$ cat config.mk
export PLATFORM = sky130hd
export DESIGN_NAME = bitstream_to_binary
export DESIGN_NICKNAME = d
export VERILOG_FILES = /design/src/rtl/bitstream_to_binary.sv
export SDC_FILE = /design/constraint.sdc
export NUM_CORES = 1
export LEC_CHECK = 0
export ABC_CLOCK_PERIOD_IN_PS = 1500
export CORE_MARGIN = 3
export CORE_UTILIZATION = 30
export CTS_CLUSTER_DIAMETER = 100
export DETAILED_ROUTE_END_ITERATION = 12
export HOLD_SLACK_MARGIN = 0.03
export PLACE_DENSITY = 0.5
export RECOVER_POWER = 50
export SLEW_MARGIN = 15
export SYNTH_ARGS = -nofsm -noshare
export SYNTH_HDL_FRONTEND = slang
export SYNTH_SLANG_ARGS = --single-unit
$ cat constraint.sdc
create_clock -name clk -period 1.5 [get_ports clk]
set_input_delay 0.3 -clock clk [delete_from_list [all_inputs] [get_ports clk]]
set_output_delay 0.3 -clock clk [all_outputs]
set_load 0.02 [all_outputs]
$ cat src/rtl/bitstream_to_binary.sv
// bitstream_to_binary
//   Converts a stochastic unipolar bitstream into an unsigned binary
//   probability. It counts the ones over a window of 2**WIDTH samples and
//   saturates the result to 2**WIDTH-1. An optional settle period first
//   discards early bits while the upstream stage reaches steady state. The
//   result is held behind a valid/ready handshake.
//
// Parameters
//   WIDTH       result width; the count window is 2**WIDTH cycles
//   SETTLE      cycles discarded after start, before counting (0 = none)
//   CONTINUOUS  1 = re-arm automatically after each accepted result
//
// Ports
//   clk        system clock; all state changes on the rising edge
//   rst        asynchronous active-high reset
//   x          stochastic bitstream, synchronous to clk
//   start      begins a conversion; sampled only while idle
//   busy       high while settling, counting or holding a result
//   out_valid  y holds a valid result; high only while holding
//   out_ready  consumer accepts y when out_valid & out_ready
//   y          ones count, saturated to 2**WIDTH-1
//
// All outputs are registered. There is no combinational path from any input
// to any output.

module bitstream_to_binary #(
    parameter int unsigned WIDTH      = 8,
    parameter int unsigned SETTLE     = 16,
    parameter bit          CONTINUOUS = 1'b0
) (
    input  logic             clk,
    input  logic             rst,
    input  logic             x,
    input  logic             start,
    output logic             busy,
    output logic             out_valid,
    input  logic             out_ready,
    output logic [WIDTH-1:0] y
);

    localparam int unsigned SW = (SETTLE > 1) ? $clog2(SETTLE) : 1;
    // SETTLE_LAST is unused when SETTLE == 0 because the settle state is never entered.
    localparam logic [SW-1:0] SETTLE_LAST = (SETTLE > 0) ? SW'(SETTLE - 1) : '0;
    localparam logic [WIDTH-1:0] WIN_LAST = '1;

    typedef enum logic [1:0] {
        StIdle,
        StSettle,
        StCount,
        StHold
    } state_e;

    // Entry state of a conversion: skip the settle state entirely when SETTLE is 0.
    localparam state_e ARM_STATE = (SETTLE > 0) ? StSettle : StCount;

    state_e           state_q;
    logic [SW-1:0]    settle_cnt_q;
    logic [WIDTH-1:0] win_cnt_q;
    // One extra bit so that an all-ones window (2**WIDTH) cannot overflow.
    logic [WIDTH:0]   acc_q;
    logic [WIDTH:0]   acc_next;

    assign acc_next = acc_q + {{WIDTH{1'b0}}, x};

    always_ff @(posedge clk or posedge rst) begin
        if (rst) begin
            state_q      <= StIdle;
            settle_cnt_q <= '0;
            win_cnt_q    <= '0;
            acc_q        <= '0;
            y            <= '0;
            out_valid    <= 1'b0;
            busy         <= 1'b0;
        end else begin
            unique case (state_q)
                StIdle: begin
                    if (start) begin
                        state_q      <= ARM_STATE;
                        settle_cnt_q <= '0;
                        win_cnt_q    <= '0;
                        acc_q        <= '0;
                        busy         <= 1'b1;
                    end
                end

                StSettle: begin
                    settle_cnt_q <= settle_cnt_q + 1'b1;
                    if (settle_cnt_q == SETTLE_LAST) begin
                        state_q <= StCount;
                    end
                end

                StCount: begin
                    acc_q     <= acc_next;
                    win_cnt_q <= win_cnt_q + 1'b1;
                    // The last sample is folded in on the same edge that publishes y.
                    if (win_cnt_q == WIN_LAST) begin
                        state_q   <= StHold;
                        out_valid <= 1'b1;
                        y         <= acc_next[WIDTH] ? '1 : acc_next[WIDTH-1:0];
                    end
                end

                StHold: begin
                    if (out_ready) begin
                        out_valid <= 1'b0;
                        if (CONTINUOUS) begin
                            // The transfer edge acts as a fresh start edge.
                            state_q      <= ARM_STATE;
                            settle_cnt_q <= '0;
                            win_cnt_q    <= '0;
                            acc_q        <= '0;
                        end else begin
                            state_q <= StIdle;
                            busy    <= 1'b0;
                        end
                    end
                end

                default: begin
                    state_q <= StIdle;
                end
            endcase
        end
    end

endmodule
== Yosys cells after proc, flatten, opt, wreduce, memory -nomap -nowiden ==
Index checks and enable logic that the tools add are counted.
Storage, ports and cells
  register bits after elaboration: 33
  bits in latches: 0
  RAM bits: 0
  memory bits (read-only): 0
  input port bits: 5
  output and inout port bits: 10
  word-level logic and storage cells: 47
  memories kept: 0
Operators by class
  $add $sub $neg: 3
  multipliers: 0
  divide/modulo/power cells: 0
  magnitude comparators: 0
  equality and inequality tests: 9
  shift-type cells: 0
  mux-type cells: 17
  bitwise gates (word level): 0
  reductions and logical operators: 11
Operator list (count)
  9-bit one-hot mux with 2 select lines: 1
  8-bit two-way mux: 2
  8-bit one-hot mux with 2 select lines: 1
  9-bit by 1-bit adder with 9-bit output: 1
  9-bit two-way mux: 1
  8-bit by 1-bit adder with 8-bit output, second input constant: 1
  8-bit equality test, second input constant: 1
  2-bit two-way mux: 4
  2-bit != test, second input constant: 4
  2-bit one-hot mux with 4 select lines: 1
  4-bit one-hot mux with 2 select lines: 1
  2-bit nonzero test: 4
  2-bit AND reduction: 3
  3-bit AND reduction: 2
  4-bit by 1-bit adder with 4-bit output, second input constant: 1
  2-bit equality test, second input constant: 2
  4-bit equality test, second input constant: 1
  4-bit two-way mux: 1
  1-bit one-hot mux with 2 select lines: 2
  4-bit AND reduction: 1
  1-bit two-way mux: 3
  2-bit by 1-bit equality test with 1-bit output, second input constant: 1
  2-bit zero test: 1

== Depth between registers and ports, before layout ==
  depth after elaboration: 3
  mapped depth: 8
  depth with buffers taken out: 6

== Worst setup path before layout ==
Ideal clock, no wire load.
  kind: reg2reg
  start: register state_q[0]
  end: register win_cnt_q[4]
  library setup time: 0.131 ns
  data arrival time: 1.445 ns
  required time: 1.369 ns
  setup slack: -0.076 ns
  stages on the path, launching flop included: 8
  buffers on the path: 1
  period minus slack after synthesis: 1.576 ns
  cells stage by stage: dfrtp_1 > inv_1 > ha_1 > buf_2 > mux2_2 > nand4_1 > xor2_1 > nor2_1
Between the ends
  longest elaborated chain between the ends: 3
  elaborated cells between the ends (all ways): 6
  classes of those cells: 2 x eq/ne; 1 x mux; 3 x reduce/logical
Ends and longest elaborated chain
  from (decl): RTL line 56  | state_e state_q;
  from (signal assigned): RTL line 67  | state_q <= StIdle;
  from (signal assigned): RTL line 89  | state_q <= StCount;
  from (signal assigned): RTL line 98  | state_q <= StHold;
  2-bit equality test or 2-bit zero test (tied branches): RTL line 75  | unique case (state_q)
  2-bit nonzero test (no source line) or 2-bit != test (tied branches)
  2-bit AND reduction (no source line)
  to (signal assigned): RTL line 95  | win_cnt_q <= win_cnt_q + 1'b1;
  to (decl): RTL line 58  | logic [WIDTH-1:0] win_cnt_q;
Several ways; a longest one is shown, not always the timed one.
A chain may end at the register's enable or synchronous reset.

== Worst setup path after layout ==
  start: register state_q[1]
  end: register win_cnt_q[4]
The elaborated chain is that of the path after synthesis.

==> out/metrics.yaml <==
outcome: "complete, but fails checks"
failed_checks: "setup timing"
place_congestion: 0.8308
gr-usage-all-layers_pct: 12.92
cp_slowest_stage_delay_ns: 0.40
initialDrtViolationCount: 64
syn_to_final_growth_pct: 42.23
post_synth_num_cell_types: 37
hpwlAfterDp_um: 2728
drive_above_1_share_pct: 35.65
clk_pin_slew_worst_paths_ns: 0.07
initial_cell_density_of_the_core_pct: 32.32
hold_violations: 0
row_count: 26
setup.worst_path.class: "reg -> reg"
end_kind: "flip-flop"
kind_of_cell_with_the_highest_combined_delay_on_the_critical_path: "flip-flops"
total_die_area_mm2: 0.006693
grt_setup_unrepaired: "yes"
preCtsSetupSlack_ns: -0.4735
crit_path_start: "state_q[1]"
maxCapViolations: 0
design.core.area_mm2: 0.005335
floorplan.die.height_um: 81.81
setup.worst_path.end: "win_cnt_q[4]"
route.vias.total: 1421
timing_worst_slew_pin_value_ns: 0.8297
drc: 0
leakage_power_nw: 1.031
timing.max_slew.rel_slack_pct: 44.69
post_synth.cell_area_avg_um2: 9.909
syn-num-nets: 187
vias_per_cell: 4.737
syn-instance-count: 174
fin_util_pct: 45.97
clock_tree_from_tritoncts: "built"
timing.critical_path.required_ns: 1.67
drv_slew: 0
drt-pass1-iter-count: 4
final.setup.worst_slack_ns: -0.04592
num_antenna_cells: 0
max_clock_freq_mhz: 646.9
mostFrequentLayoutCells: "dfrtp_1, buf_4, nor2_1"
crit-reg2reg-launch: "state_q[1]"
cts.htree.levels: 2
tritoncts.num_buffers: 5
critical_path.startpoint_type: "flip-flop"
ioPinCount: 15
post-route-min-period_ns: 1.546
crit-reg2reg-capture: "win_cnt_q[4]"
grt_antenna_before_repair: 0
regToRegSetupSlack_ns: -0.05
cts.sinks: 33
period_share_pct: 103.1
synth.cell_area_mm2: 0.001724
gr-total-overflow: 0
worstPathArrival_ns: 1.72
port_buffers: 14
cts_hold_repair_buffers: 0
drt-total-wl_um: 3854
worst-path-stages: 7
antenna_left: 0
hp-class: "reg -> reg"
r2r.worst_path.cells: 7
cp_cell_sequence: "inv_2 > ha_4 > buf_6 > mux2_4 > nand4_1 > xor2_1 > nor2_1"
worst_ir_drop_vdd_uv: 344.1
worst_path_max_delay_cell: "dfrtp_1"
ctsLongestPathBuffers: 2
skew_ns: 0.007540
worst-path-buf-inv: 2
first_global_vias: 1457
worst-path-max-fanout: 8
nFillCells: 547
clock-root-buffer: "clkbuf_8"
final-setup-viol-count: 3
chipWidth_um: 81.81
yosysSeqAreaShare_pct: 47.90
detail_route.wl_per_cell_um: 12.85
grt_pass1_wl_um: 6734
latest_clock_arrival_within_the_worst_skew_pair_ns: 0.29
num-nets-final: 242
yosys_warnings: 0
yosys_register_bits: 33
grt_max_degree: 34
power_density_mw_per_mm2: 878.4
how the worst min path moves through the flow:
stage,start,to,slack (ns),cells past startpoint
final,y[6],y[6],0.51,2
after global routing,y[5],y[5],0.54,2
after CTS,rst,y[2],0.37,3
after detailed placement,y[6],y[6],0.50,2
after global placement,settle_cnt_q[1],settle_cnt_q[1],0.49,1
after floorplan,out_ready,out_valid,0.40,1
repair_timing:
action / in CTS / in global routing
pin swaps: 11 / 9
endpoints found under the setup margin: 36 / 32
buffers inserted: 3 / 4
resized for setup: 31 / 19
final cells by class:
| class | count | area (um^2) | share of cell area (%) |
|---|---|---|---|
| inverters | 6 | 22.52 | 0.9184 |
| flip-flops and latches | 33 | 825.8 | 33.67 |
| repair buffers | 53 | 444.2 | 18.11 |
| well taps | 70 | 87.58 | 3.571 |
| clock buffers | 6 | 72.57 | 2.959 |
| multi-input cells | 130 | 989.7 | 40.36 |
| clock inverters | 2 | 10.01 | 0.4082 |
tightest hold or removal path: cells and delay by family, from the launching register on:
kind	cells	cell delay [ns]
AOI/OAI and AO/OA	1	0.08
DFF	1	0.34
and+or+nand+nor	1	0.05
cells by family after synthesis:
| kind of cell | synth area share, % |
|---|---|
| AO/OA/AOI/OAI | 14.37 |
| XOR/XNOR | 6.096 |
| multiplexers | 3.048 |
| flip-flops | 47.90 |
| adder cells (fa/ha/maj) | 5.806 |
| AND/OR/NAND/NOR | 19.74 |
| buffers and inverters | 3.047 |
routing by layer:
layer | vias to the layer above | routed length, um | GRT usage [%]
met5 | - | 0 | 0
met1 | 681 | 1803 | 16.63
li1 | 715 | - | -
met3 | 6 | 130 | 3.070
met2 | 19 | 1870 | 21.32
met4 | 0 | 50 | 4.153
report_power, final:
group | leakage, nW | internal (mW) | switching, mW
Sequential | 0.390 | 0.971 | 0.117
Clock | 0.0450 | 0.322 | 0.332
Combinational | 0.596 | 0.215 | 0.197
state kept, by name, indices dropped and copies added (netlist names):
name and cells:
win_cnt_q 8, acc_q 9, busy 1, out_valid 1, state_q 2, y 8
settle_cnt_q 4
stage by stage:
stage               total power, mW  cell area [um^2]  std cells  setup TNS, ns  hold WS [ns]
finish                        2.154              2452        300       -0.09137        0.5089
global route                  2.310              2452        300         -1.514        0.5356
CTS                           2.173              2375        296        -0.2542        0.3687
detailed placement            1.462              2187        285         -8.386        0.5046
global placement              1.455              2187        285         -7.791        0.4905
floorplan                     1.300              1743        174              0        0.4041
cells in the mapped netlist (all sizes together):
library cell	n	area [um^2]
nand2b	1	6.260
nor3	2	15.01
nor2	23	88.84
ha	8	100.1
o2111ai	1	8.760
buf	4	26.27
o21a	1	7.510
nand3	8	40.04
a31oi	1	6.260
nand3b	1	7.510
a21oi	11	85.08
and3	4	25.02
and4b	1	10.01
a22o	3	26.28
xor2	8	70.07
dfrtp	33	825.8
and4	1	8.760
clkbuf	1	3.750
nand2	18	67.56
nor4b	1	8.760
xnor2	4	35.03
inv	6	22.52
mux2	2	22.52
and2	2	12.51
mux2i	3	30.03
o21ai	17	88.84
a32o	1	10.01
o31ai	2	15.01
nand4	6	50.04
No activity file was read; power rests on OpenSTA's default activity.
